<file path="src/rtl/xgxs_tx_pkg.sv">
// Shared XGXS transmit definitions: XGMII characters, code-group bytes and
// the per-lane control-character legaliser used ahead of the 8b/10b encoders.
package xgxs_tx_pkg;

  localparam int NUM_LANES = 4;

  localparam logic [7:0] IDLE  = 8'h07;
  localparam logic [7:0] START = 8'hFB;
  localparam logic [7:0] TERM  = 8'hFD;
  localparam logic [7:0] ERR   = 8'hFE;
  localparam logic [7:0] SEQ   = 8'h9C;

  localparam logic [7:0] K28_0 = 8'h1C;
  localparam logic [7:0] K28_3 = 8'h7C;
  localparam logic [7:0] K28_5 = 8'hBC;

  typedef struct packed {
    logic [7:0] data;
    logic       k;
  } lane_cg_t;

  // Start and sequence ordered sets are only legal when aligned to lane 0.
  function automatic lane_cg_t map_lane(input logic [7:0] d, input logic c,
                                        input logic is_lane0);
    lane_cg_t r;
    r.data = d;
    r.k    = c;
    if (c) begin
      case (d)
        IDLE:       r.data = K28_5;
        TERM, ERR:  r.data = d;
        START, SEQ: r.data = is_lane0 ? d : ERR;
        default:    r.data = ERR;
      endcase
    end
    return r;
  endfunction

endpackage

</file>
<file path="src/rtl/xgxs_tx_lfsr7.sv">
// PRBS7 (x^7 + x^6 + 1) randomiser for idle K/R selection and A spacing.
module xgxs_tx_lfsr7 (
  input  logic       clk,
  input  logic       rst_n,
  input  logic       en,
  input  logic [6:0] seed,
  output logic [6:0] state
);

  always_ff @(posedge clk or negedge rst_n) begin
    if (!rst_n)  state <= seed;
    else if (en) state <= {state[5:0], state[6] ^ state[5]};
  end

endmodule

</file>
<file path="src/rtl/xgxs_tx_idle_gen.sv">
// XGXS TX column processor: XGMII column -> four code-group bytes + K flags,
// with idle columns replaced by the randomised ||A||/||K||/||R|| sequence.
module xgxs_tx_idle_gen
  import xgxs_tx_pkg::*;
#(
  parameter int         A_MIN     = 16,
  parameter logic [6:0] LFSR_SEED = 7'h7F
) (
  input  logic                   clk,
  input  logic                   rst_n,
  input  logic                   col_vld,
  input  logic [NUM_LANES*8-1:0] txd,
  input  logic [NUM_LANES-1:0]   txc,
  output logic [NUM_LANES*8-1:0] enc_data,
  output logic [NUM_LANES-1:0]   enc_k,
  output logic                   enc_vld
);

  logic [6:0]                  lfsr;
  logic [4:0]                  a_cnt, nxt_cnt, a_reload;
  logic                        col_idle;
  logic [NUM_LANES-1:0][7:0]   map_data, nxt_data;
  logic [NUM_LANES-1:0]        map_k, nxt_k;
  logic                        lfsr_unused;

  xgxs_tx_lfsr7 u_lfsr (
    .clk   (clk),
    .rst_n (rst_n),
    .en    (col_vld),
    .seed  (LFSR_SEED),
    .state (lfsr)
  );

  assign lfsr_unused = ^lfsr[6:4];
  assign a_reload    = 5'(A_MIN) + {1'b0, lfsr[3:0]};
  assign col_idle    = (txc == '1) && (txd == {NUM_LANES{IDLE}});

  for (genvar i = 0; i < NUM_LANES; i++) begin : g_lane
    lane_cg_t cg;
    assign cg          = map_lane(txd[8*i +: 8], txc[i], (i == 0));
    assign map_data[i] = cg.data;
    assign map_k[i]    = cg.k;
  end

  // Idle columns take the column-wide A/K/R choice; data columns keep the
  // per-lane mapping and only run the A-spacing counter down.
  always_comb begin
    nxt_data = map_data;
    nxt_k    = map_k;
    nxt_cnt  = (a_cnt == 5'd0) ? 5'd0 : a_cnt - 5'd1;
    if (col_idle) begin
      nxt_k = '1;
      if (a_cnt == 5'd0) begin
        nxt_data = {NUM_LANES{K28_3}};
        nxt_cnt  = a_reload;
      end else begin
        nxt_data = lfsr[0] ? {NUM_LANES{K28_0}} : {NUM_LANES{K28_5}};
      end
    end
  end

  always_ff @(posedge clk or negedge rst_n) begin
    if (!rst_n) begin
      enc_data <= {NUM_LANES{K28_5}};
      enc_k    <= '1;
      enc_vld  <= 1'b0;
      a_cnt    <= 5'd0;
    end else begin
      enc_vld <= col_vld;
      if (col_vld) begin
        enc_data <= nxt_data;
        enc_k    <= nxt_k;
        a_cnt    <= nxt_cnt;
      end
    end
  end

endmodule

</file>
<file path="config.mk">
export PLATFORM = sky130hd
export DESIGN_NAME = xgxs_tx_idle_gen
export DESIGN_NICKNAME = d
export VERILOG_FILES = /design/src/rtl/xgxs_tx_pkg.sv /design/src/rtl/xgxs_tx_lfsr7.sv /design/src/rtl/xgxs_tx_idle_gen.sv
export SDC_FILE = /design/constraint.sdc
export NUM_CORES = 1
export LEC_CHECK = 0
export ABC_AREA = 1
export CORE_ASPECT_RATIO = 0.75
export CORE_MARGIN = 8
export CORE_UTILIZATION = 45
export DETAILED_ROUTE_END_ITERATION = 10
export HOLD_SLACK_MARGIN = 0.15
export PLACE_DENSITY = 0.72
export SLEW_MARGIN = 15
export SYNTH_ARGS = -nofsm -noshare
export SYNTH_HDL_FRONTEND = slang
export SYNTH_SLANG_ARGS = --single-unit
</file>
<file path="constraint.sdc">
create_clock -name clk -period 3.85 [get_ports clk]
set_input_delay 0.77 -clock clk [delete_from_list [all_inputs] [get_ports clk]]
set_output_delay 0.77 -clock clk [all_outputs]
set_load 0.05 [all_outputs]
</file>
Word level (Yosys, flattened, before mapping)

Index checks and enable logic that the tools add are counted.

Add/subtract/negate cells: 2
Multiplexer cells: 15
Bitwise operators: 1
Equality and inequality tests: 16
Reductions and logical operators: 6

Operators with widths:

| cell                 | count |
|---|---|
| $mux 32              | 3 |
| $eq 8x8->1 const B   | 10 |
| $pmux 8 s2           | 4 |
| $eq 32x27->1 const B | 1 |
| $eq 8x3->1 const B   | 4 |
| $mux 8               | 4 |
| $mux 5               | 3 |
| $reduce_or 2->1      | 3 |
| $add 5x4->5 const A  | 1 |
| $logic_not 5->1      | 1 |
| $sub 5x1->5 const B  | 1 |
| $eq 4x4->1 const B   | 1 |
| $mux 4               | 1 |
| $reduce_or 4->1      | 1 |
| $logic_and 1x1->1    | 1 |
| $xor 1x1->1          | 1 |

Logic and storage cells: 45
Register bits after elaboration: 49
Bits of input ports: 39

Longest topological paths before layout

Word-level depth: 5
Depth in mapped cells: 12

Least setup slack after synthesis

No wires, ideal clock.

Kind: input-to-reg
Start: input txd[18]
End: register enc_data[13]
Slack: 2.166 ns
Arrival time: 1.608 ns
Stages on the path: 12
Data required time: 3.775 ns
Setup time: 0.075 ns
Cell sequence: inv_1 -> nor2_1 -> nand2_2 -> nor2_4 -> inv_2 -> nor2_2 -> nand2_2 -> buf_6 -> nand2_1 -> nand2_1 -> nand2_1 -> nand2_1

Word-level cells in the longest chain between the ends: 3

RTL lines:

| element              | line                   | RTL |
|---|---|---|
| from (decl)          | xgxs_tx_idle_gen.sv:12 | `input logic [NUM_LANES*8-1:0] txd,` |
| $eq 32x27->1         | xgxs_tx_idle_gen.sv:36 | `assign col_idle = (txc == '1) && (txd == {NUM_LANES{IDLE}});` |
| $logic_and 1x1->1    | xgxs_tx_idle_gen.sv:36 |  |
| $mux 32              | xgxs_tx_idle_gen.sv:51 | `if (col_idle) begin` |
| to (signal assigned) | xgxs_tx_idle_gen.sv:64 | `enc_data <= {NUM_LANES{K28_5}};` |
| to (signal assigned) | xgxs_tx_idle_gen.sv:71 | `enc_data <= nxt_data;` |
| to (decl)            | xgxs_tx_idle_gen.sv:14 | `output logic [NUM_LANES*8-1:0] enc_data,` |

Every way passes these cells.
A chain may end at the register's enable or synchronous reset.

Final worst setup path

Start: register enc_data[28]
End: output enc_data[28]

No word-level cell between the ends.

==> impl_metrics.tcl <==
set metrics [dict create \
    finalCritPeriodShare 0.632 \
    ant_nets 0 \
    synth.distinct_cells 32 \
    overflow 0 \
    antenna_found_initial 0 \
    vias 2489 \
    netlist_top_cells_area "dfstp_2 31%, nand2_1 19%, dfrtp_1 17%, nand3_1 6.0%, nor2_1 4.5%" \
    totalWireLength_um 7100 \
    fin_nets 470 \
    syn_area_mm2 0.00265 \
    gp_congestion 0.898 \
    drtPass1Iterations 4 \
    critical-path-max-stage-delay_ns 0.81 \
    n_antenna_cell 0 \
    initial_core_util 0.460 \
    grt_pass1_vias 2618 \
    grt_pass1_wl_um 11900 \
    synth.largest_area_cell "dfstp_2" \
    synth_top_area_frac 0.307 \
    powerDensity_mw_per_mm2 413 \
    cts_root_buf "clkbuf_8" \
    cp_slowest_cell "clkdlybuf4s50_1" \
    yosys_warnings 0 \
    relSlewSlack 0.644 \
    drv_slew 0 \
    power.leakage_nw 1.62 \
    htreeDepth 2 \
    holdCritPathClass "input pin to async pin" \
    cp-end-kind "primary output" \
    crit_fanout 2 \
    ctsResizeCount 0 \
    cts_tree "done" \
    synthArstFlopShare 1.00 \
    synth_edf_count 0 \
    clock_latency_ns 0.31 \
    post-cts-setup-buffers 0 \
    dp_hpwl_um 5330 \
    grt_setup_unrepaired "no" \
    crit_type "register to primary output" \
    grt_max_degree 46 \
    wire_per_inst_um 14.0 \
    critical_path.top_delay_family "buffers and inverters" \
    critPathBufInv 1 \
    grt.total_usage 0.169 \
    portBuffers 75 \
    vdd_drop_max_mv 0.180 \
    cp_cell_sequence "clkdlybuf4s50_1" \
    required_ns 3.08 \
    area_growth_pct 34.1 \
    dieArea_mm2 0.00864 \
    drive_above_1_share 0.149 \
    tns_ns 0 \
    fmax_mhz 411 \
    ys_seq_elements 49 \
    die_height_um 82.5 \
    synth_nets 394 \
    synth.most_common_cell "nand2_1" \
    start_kind "register" \
    ys_seq_area_frac 0.477 \
    ys.flop_type "dfstp_2" \
    crit_arrival_ns 1.67 \
    min_period_ns 2.44 \
    io_pins 76 \
    first_iter_violations 131 \
    synth_commonest_cells "131 x nand2_1, 32 x nand3_1, 32 x nor2_1" \
    core_area_mm2 0.00577 \
    clock_sinks 49 \
    cap_violations 0 \
    hold_buffers 0 \
    clkTransAtPathRegs_ns 0.09 \
    drt-vias-per-instance 4.90 \
    final.setup_skew_ns 0.00673 \
    rows 24 \
    clockBufferDepth 2 \
    cts_buffers 5 \
    avgSynthCellArea_um2 7.52 \
    die_x_um 105 \
    hold_violations 0 \
    placed_area_mm2 0.00348 \
    worstMarginPinSlew_ns 0.533 \
    finalInstanceArea_mm2 0.00356 \
    drc 0 \
    status "finished, final reports clean" \
    synthCells 353 \
    setup_viol 0 \
]
## flip-flops by register name, summed over array words and instances (netlist names)
signal / count
enc_vld: 1
enc_k: 4
u_lfsr.state: 7
a_cnt: 5
enc_data: 32
## worst reg2reg max path, cell delays in order (launching register included)
cell and delay [ns]:
dfrtp_1 0.37, inv_1 0.14, ha_1 0.19, nand3_1 0.21, nand2_1 0.17, inv_1 0.06, nand4_1 0.20, nand3_1 0.12
## placed cells by master (no fill, tap or decap), types with 4 or more instances in the layout
master | synthesis | layout
o21ai_0 | 21 | 21
buf_4 | 0 | 5
or2_2 | 5 | 5
nand4_1 | 7 | 7
dfrtp_1 | 18 | 18
clkdlybuf4s50_1 | 0 | 74
dfstp_2 | 31 | 31
nand2_1 | 131 | 131
inv_1 | 27 | 27
nand2_2 | 4 | 4
clkbuf_8 | 0 | 5
nor2_1 | 32 | 32
nand3_1 | 32 | 32
## power by group
part | total, mW | switching (mW) | internal, mW | leakage (nW)
Combinational | 0.490 | 0.308 | 0.181 | 1.03
Sequential | 0.683 | 0.0493 | 0.634 | 0.543
Clock | 0.297 | 0.171 | 0.126 | 0.0450
Total | 1.47 | 0.528 | 0.942 | 1.62
## cell families after synthesis
| kind of cell | synth area share |
|---|---|
| AO/OA/AOI/OAI | 0.0759 |
| XOR/XNOR | 0.00990 |
| adder cells (fa/ha/maj) | 0.00943 |
| buffers and inverters | 0.0655 |
| flip-flops | 0.477 |
| AND/OR/NAND/NOR | 0.363 |
## metrics by stage
| stage | hold slack, ns | setup WS (ns) | utilization | power (mW) | instances |
|---|---|---|---|---|---|
| after floorplan | 0.457 | 2.17 | - | 1.00 | 353 |
| after global placement | 0.453 | 1.47 | 0.603 | 1.18 | 500 |
| after detailed placement | 0.454 | 1.46 | 0.603 | 1.18 | 500 |
| after CTS | 0.376 | 1.39 | 0.617 | 1.49 | 508 |
| after global routing | 0.398 | 1.36 | 0.617 | 1.56 | 508 |
| final | 0.370 | 1.41 | 0.617 | 1.47 | 508 |
## cell type report
class,instances,area (µm²)
Clock buffer,6,72.6
Clock inverter,2,10.0
Fill cell,548,2210
Inverter,31,116
Multi-Input combinational cell,262,1210
Sequential cell,49,1260
Tap cell,78,97.6
Timing Repair Buffer,80,783
## final timing paths
| path | from | endpoint | slack, ns | depth (start not counted) |
|---|---|---|---|---|
| hold reg to reg | enc_k[1]$_DFFE_PN1P_ | enc_k[1]$_DFFE_PN1P_ | 0.47 | 2 |
| setup / recovery | enc_data[28]$_DFFE_PN1P_ | enc_data[28] | 1.41 | 1 |
| max in group asynchronous | rst_n | enc_data[12]$_DFFE_PN1P_ | 2.80 | 2 |
| hold / removal | rst_n | enc_data[30]$_DFFE_PN0P_ | 0.37 | 1 |
| setup reg to reg | a_cnt[0]$_DFFE_PN0P_ | enc_data[7]$_DFFE_PN1P_ | 2.31 | 7 |
| min in group clk | enc_k[1]$_DFFE_PN1P_ | enc_k[1]$_DFFE_PN1P_ | 0.47 | 2 |
## per-layer routing
| layer | global-route usage | routed length (µm) | up-vias |
|---|---|---|---|
| met2 | 0.275 | 3090 | 80 |
| met3 | 0.0636 | 587 | 9 |
| met5 | 0 | 0 | - |
| li1 | - | - | 1277 |
| met4 | 0.0454 | 77 | 0 |
| met1 | 0.210 | 3350 | 1123 |
No activity file was read; power rests on OpenSTA's default activity.
